<file path="config.mk">
export PLATFORM = sky130hd
export DESIGN_NAME = pe_mac_param
export DESIGN_NICKNAME = d
export VERILOG_FILES = /design/src/rtl/pe_mac_param.sv
export SDC_FILE = /design/constraint.sdc
export NUM_CORES = 1
export LEC_CHECK = 0
export CORE_ASPECT_RATIO = 0.6
export CORE_MARGIN = 3
export CORE_UTILIZATION = 28
export DETAILED_ROUTE_END_ITERATION = 12
export PLACE_DENSITY_LB_ADDON = 0.15
export SYNTH_ARGS = -nofsm -noshare
export SYNTH_HDL_FRONTEND = slang
export SYNTH_SLANG_ARGS = --single-unit
</file>
<file path="constraint.sdc">
create_clock -name clk -period 4.5 [get_ports clk]
set_input_delay 0.675 -clock clk [delete_from_list [all_inputs] [get_ports clk]]
set_output_delay 0.675 -clock clk [all_outputs]
set_load 0.02 [all_outputs]
</file>
<file path="src/rtl/pe_mac_param.sv">
// Parametrised systolic multiply-accumulate PE: forwards operands one cycle and emits
// one dot product of DEPTH accepted pairs, with optional signed math and saturation.
module pe_mac_param #(
    parameter int DATA_W   = 8,
    parameter int ACC_W    = 24,
    parameter int DEPTH    = 4,
    parameter int SIGNED   = 0,
    parameter int SATURATE = 1
) (
    input  logic              clk,
    input  logic              rst,
    input  logic              block,
    input  logic              in_valid,
    input  logic              clear,
    input  logic [DATA_W-1:0] a,
    input  logic [DATA_W-1:0] b,
    output logic [DATA_W-1:0] a_out,
    output logic [DATA_W-1:0] b_out,
    output logic              out_valid,
    output logic [ACC_W-1:0]  val,
    output logic              val_valid,
    output logic              ovf
);

    localparam int               CNT_W    = (DEPTH > 1) ? $clog2(DEPTH) : 1;
    localparam int               PROD_W   = 2 * DATA_W;
    localparam logic             SGN      = (SIGNED != 0);
    localparam logic             SAT      = (SATURATE != 0);
    localparam logic [CNT_W-1:0] LAST_CNT = CNT_W'(DEPTH - 1);

    logic [ACC_W-1:0]  acc_r;
    logic [CNT_W-1:0]  cnt_r;
    logic              ovf_acc_r;

    logic [PROD_W-1:0] a_ext_s;
    logic [PROD_W-1:0] b_ext_s;
    logic [PROD_W-1:0] prod_s;
    logic [ACC_W:0]    prod_ext_s;
    logic [ACC_W:0]    acc_ext_s;
    logic [ACC_W:0]    sum_s;
    logic              ovf_now_s;
    logic [ACC_W-1:0]  res_s;
    logic              last_s;

    // Product and one-bit-wider sum; the extra bit exposes overflow in both number systems.
    always_comb begin
        a_ext_s    = {{DATA_W{a[DATA_W-1] & SGN}}, a};
        b_ext_s    = {{DATA_W{b[DATA_W-1] & SGN}}, b};
        // Low PROD_W bits of the extended product equal the true signed/unsigned product.
        prod_s     = a_ext_s * b_ext_s;
        prod_ext_s = {{(ACC_W + 1 - PROD_W){prod_s[PROD_W-1] & SGN}}, prod_s};
        acc_ext_s  = {acc_r[ACC_W-1] & SGN, acc_r};
        sum_s      = acc_ext_s + prod_ext_s;
        if (SGN) begin
            ovf_now_s = sum_s[ACC_W] ^ sum_s[ACC_W-1];
        end else begin
            ovf_now_s = sum_s[ACC_W];
        end
        if (ovf_now_s && SAT) begin
            if (!SGN) begin
                res_s = {ACC_W{1'b1}};
            end else if (sum_s[ACC_W]) begin
                res_s = {1'b1, {(ACC_W - 1){1'b0}}};
            end else begin
                res_s = {1'b0, {(ACC_W - 1){1'b1}}};
            end
        end else begin
            res_s = sum_s[ACC_W-1:0];
        end
        last_s = (cnt_r == LAST_CNT);
    end

    // Pass-through registers, accumulator, product counter and result outputs.
    always_ff @(posedge clk) begin
        if (!rst) begin
            a_out     <= {DATA_W{1'b0}};
            b_out     <= {DATA_W{1'b0}};
            out_valid <= 1'b0;
            val       <= {ACC_W{1'b0}};
            val_valid <= 1'b0;
            ovf       <= 1'b0;
            acc_r     <= {ACC_W{1'b0}};
            cnt_r     <= {CNT_W{1'b0}};
            ovf_acc_r <= 1'b0;
        end else if (!block) begin
            a_out     <= a;
            b_out     <= b;
            out_valid <= in_valid;
            val_valid <= 1'b0;
            if (clear) begin
                acc_r     <= {ACC_W{1'b0}};
                cnt_r     <= {CNT_W{1'b0}};
                ovf_acc_r <= 1'b0;
            end else if (in_valid) begin
                if (last_s) begin
                    val       <= res_s;
                    val_valid <= 1'b1;
                    ovf       <= ovf_acc_r | ovf_now_s;
                    acc_r     <= {ACC_W{1'b0}};
                    cnt_r     <= {CNT_W{1'b0}};
                    ovf_acc_r <= 1'b0;
                end else begin
                    acc_r     <= res_s;
                    cnt_r     <= cnt_r + CNT_W'(1);
                    ovf_acc_r <= ovf_acc_r | ovf_now_s;
                end
            end
        end
    end

endmodule
</file>
==> results.sh <==
export IMPL_run_status="finished, violations left"
export IMPL_violations="negative setup slack"
export IMPL_row_count=39
export IMPL_synthesis_instances=627
export IMPL_timing_slew_headroom_pct=11.68
export IMPL_mappedNetlistArea_um2=5503
export IMPL_reg2regPathDepth=17
export IMPL_antenna_cells=0
export IMPL_gr_total_overflow=0
export IMPL_p_leak_nw=3.453
export IMPL_tritoncts_clock_tree="yes"
export IMPL_initial_utilization_pct=28.77
export IMPL_synth_area_mux_share_pct=3.706
export IMPL_postSynthNetCount=740
export IMPL_final_net_count=877
export IMPL_yosysSeqAreaShare_pct=25.47
export IMPL_worstSetupEndpointType="flip-flop"
export IMPL_cts_root_buffer_cell="sky130_fd_sc_hd__clkbuf_16"
export IMPL_achievable_frequency_ghz=0.2175
export IMPL_number_of_global_route_vias_before_repair=4857
export IMPL_clk_path_buf_depth=2
export IMPL_worstMarginPinSlew_ns=1.320
export IMPL_grtUsageTotal_pct=16.11
export IMPL_syn_to_final_growth_pct=45.36
export IMPL_cp_peak_stage_delay_ns=0.53
export IMPL_synth_top_family_by_area="adder cells"
export IMPL_postSynthRegisterBits=70
export IMPL_min_from="acc_r[0]"
export IMPL_top_level_ports=64
export IMPL_vdd_drop_max_mv=0.3701
export IMPL_rsz0062_at_grt="yes"
export IMPL_global_route_wire_length_before_repair_um=26890
export IMPL_average_detailed_routed_wire_length_per_instance_um=16.02
export IMPL_cts_hold_repair_buffers=0
export IMPL_hold_path_class="reg2reg"
export IMPL_yosys_cell_types_count=59
export IMPL_share_of_the_synthesized_area_in_compound_gates_ao_oa_aoi_oai_pct=17.33
export IMPL_die_area_um2=21430
export IMPL_synth_area_leader_cell="sky130_fd_sc_hd__dfxtp_1"
export IMPL_final_max_slew_viol_count=0
export IMPL_finalWirelength_um=16580
export IMPL_timing_final_crit_period_ns=4.599
export IMPL_place_congestion=0.8845
export IMPL_timing_critical_path_required_ns=4.70
export IMPL_mostFrequentLayoutCells="93 x sky130_fd_sc_hd__inv_1, 79 x sky130_fd_sc_hd__buf_4, 70 x sky130_fd_sc_hd__dfxtp_1"
export IMPL_commonest_non_fill_non_tap_cell_in_the_layout="sky130_fd_sc_hd__inv_1"
export IMPL_layout_area_seq_um2=1401
export IMPL_critPathMaxFanout=6
export IMPL_clk_transition_reported_paths_ns=0.06
export IMPL_hold_viol=0
export IMPL_initialDrtViolationCount=195
export IMPL_post_dp_hpwl_um=12510
export IMPL_setup_violations=28
export IMPL_layout_filler_cells=1902
export IMPL_startpoint="a[3]"
export IMPL_cp_start_kind="input pin"
export IMPL_synth_async_reset_ratio_pct=0
export IMPL_worst_skew_pair_late_latency_ns=0.35
export IMPL_worstReg2RegStart="acc_r[6]"
export IMPL_synth_warnings=0
export IMPL_path_cells="buf_6 -> buf_16 -> nand2_2 -> fa_1 -> fa_1 -> inv_2 -> fa_1 -> inv_1 -> fa_1 -> inv_2 -> ha_4 -> o211ai_1 -> o21ai_2 -> a31oi_4 -> a311oi_4 -> buf_6 -> buf_12 -> a41o_1 -> a21oi_1"
export IMPL_drt_pre_antenna_iters=5
export IMPL_ff2ff_setup_slack_ns=0.18
export IMPL_crit_top_cell="sky130_fd_sc_hd__fa_1"
export IMPL_clock_net_sink_count=70
export IMPL_pre_cts_ws_ns=-0.9961
export IMPL_cts_buffers_inserted=9
export IMPL_chipHeight_um=114.6
export IMPL_vias_per_cell=4.723
export IMPL_multi_input_logic_area_um2=4095
export IMPL_synth_enable_flop_cells=0
export IMPL_xor_xnor_fraction_of_synth_area_pct=2.069
export IMPL_worstSetupEndpoint="acc_r[22]"
export IMPL_final_antenna_net_count=0
export IMPL_layout_setup_ws_ns=-0.09864
export IMPL_power_density_cell_area_nw_per_um2=508.4
export IMPL_cts_max_level=3
export IMPL_grt_max_degree=35
export IMPL_avgSynthCellArea_um2=8.776
export IMPL_synth_top_cells_by_area="sky130_fd_sc_hd__dfxtp_1 25%, sky130_fd_sc_hd__fa_1 18%, sky130_fd_sc_hd__ha_1 9.5%, sky130_fd_sc_hd__inv_1 6.9%, sky130_fd_sc_hd__and2_1 4.7%"
export IMPL_worst_r2r_endpoint="acc_r[22]"
export IMPL_drcViolationCount=0
export IMPL_timing_setup_critical_path_class="in2reg"
export IMPL_worstPathArrival_ns=4.79
export IMPL_antenna_found_initial=0
export IMPL_yosys_area_share_adder_pct=27.74
export IMPL_timing_critical_path_slowest_stage_cell="sky130_fd_sc_hd__fa_1"
export IMPL_skew_ns=0.008465
export IMPL_via_count_of_the_routed_design=4888
export IMPL_drive_above_1_share_pct=29.39
export IMPL_drv_max_cap_violation_count=0
export IMPL_core_area_um2=19130
export IMPL_final_period_utilization_pct=102.2
export IMPL_synth_simple_gate_area_share_pct=14.30
export IMPL_postSynth_topFlopCell="sky130_fd_sc_hd__dfxtp_1"
export IMPL_yosysTopAreaCellShare_pct=25.47
export IMPL_port_buffer_count=63
export IMPL_dieWidth_um=187.0
export IMPL_hold_slack_ns=0.4652
metrics by stage:
stage	instance area, um^2	power (mW)	instances	util [%]	setup TNS, ns
4_1_cts	7821	3.979	1029	40.89	-0.3009
5_1_grt	7999	4.361	1035	41.82	-7.301
3_5_place_dp	7114	2.889	1003	37.19	-45.99
2_1_floorplan	5720	2.134	627	-	-0.7259
3_3_place_gp	7114	2.876	1003	37.19	-43.37
6_report	7999	4.067	1035	41.82	-0.9276
worst max-delay path, delay by kind of cell:
| kind | cells | cell delay, ns |
|---|---|---|
| simple gates | 1 | 0.06 |
| fa+ha+maj | 5 | 2.29 |
| compound gates | 6 | 1.04 |
| buf+inv | 7 | 0.73 |
synthesized netlist by cell type, types with 2 or more instances:
library cell,instances
sky130_fd_sc_hd__a21boi_1,2
sky130_fd_sc_hd__buf_1,2
sky130_fd_sc_hd__ha_1,42
sky130_fd_sc_hd__o211ai_1,4
sky130_fd_sc_hd__nor3b_1,2
sky130_fd_sc_hd__a31oi_1,5
sky130_fd_sc_hd__buf_2,4
sky130_fd_sc_hd__mux2_2,3
sky130_fd_sc_hd__a21boi_0,4
sky130_fd_sc_hd__nand2_1,49
sky130_fd_sc_hd__a22oi_1,5
sky130_fd_sc_hd__xor2_1,2
sky130_fd_sc_hd__fa_1,50
sky130_fd_sc_hd__o22ai_1,9
sky130_fd_sc_hd__o21bai_1,2
sky130_fd_sc_hd__a2bb2oi_1,2
sky130_fd_sc_hd__nand2b_1,3
sky130_fd_sc_hd__o21ai_1,8
sky130_fd_sc_hd__dfxtp_1,70
sky130_fd_sc_hd__o2bb2ai_1,4
sky130_fd_sc_hd__nand4_1,2
sky130_fd_sc_hd__nand3_1,12
sky130_fd_sc_hd__a21oi_1,46
sky130_fd_sc_hd__nor2b_1,20
sky130_fd_sc_hd__a211oi_1,5
sky130_fd_sc_hd__o21ai_0,32
sky130_fd_sc_hd__nor2_1,11
sky130_fd_sc_hd__inv_1,101
sky130_fd_sc_hd__nor3_1,4
sky130_fd_sc_hd__nand3b_1,3
sky130_fd_sc_hd__clkbuf_1,23
sky130_fd_sc_hd__a21o_1,3
sky130_fd_sc_hd__xnor2_1,11
sky130_fd_sc_hd__mux2i_1,17
sky130_fd_sc_hd__and2_1,41
worst min-delay path by stage:
stage	end	depth (start not counted)
after floorplan	acc_r[0]	2
after global placement	acc_r[0]	2
after detailed placement	acc_r[0]	2
after CTS	acc_r[0]	2
after global routing	acc_r[11]	2
final	acc_r[0]	2
flip-flops by register name, indices dropped and copies added, names as in the netlist:
signal     count
acc_r         24
val           24
a_out          8
b_out          8
cnt_r          2
out_valid      1
ovf            1
ovf_acc_r      1
val_valid      1
per-layer routing:
layer  track usage [%]  wire length [um]  vias to the layer above  part of all wire, %
li1                  -                 -                     2347                    -
met2             22.70              6672                      110                   40
met3             4.099               919                       11                  5.5
met1             24.78              8883                     2420                   54
met4             2.667               104                        0                 0.63
met5                 0                 0                        -                    0
where the power goes:
group / leakage [nW] / total (mW) / switching, mW / internal, mW
Clock: 0.166 / 0.852 / 0.294 / 0.558
Combinational: 2.72 / 2.55 / 1.34 / 1.20
Sequential: 0.568 / 0.668 / 0.0165 / 0.651
cell families after synthesis:
| group | count (synthesis) |
|---|---|
| xor+xnor | 13 |
| flops | 70 |
| compound gates | 148 |
| mux | 20 |
| simple gates | 151 |
| buf+inv | 133 |
| fa+ha+maj | 92 |
timing repair:
action | CTS | global route
endpoints found under the setup margin | 50 | 50
pin swaps | 67 | 36
buffers inserted | 10 | 7
cloned | 4 | 0
resized for setup | 154 | 38
area by class of cell:
cell class              count  area share (%)
multi-input cells         424           51.20
repair buffers            158           18.02
clock inverters             5           1.330
inverters                 101           4.740
well taps                 266           4.161
clock buffers              11           3.035
flip-flops and latches     70           17.52
Note: power is estimated with default switching activity, not from simulation.
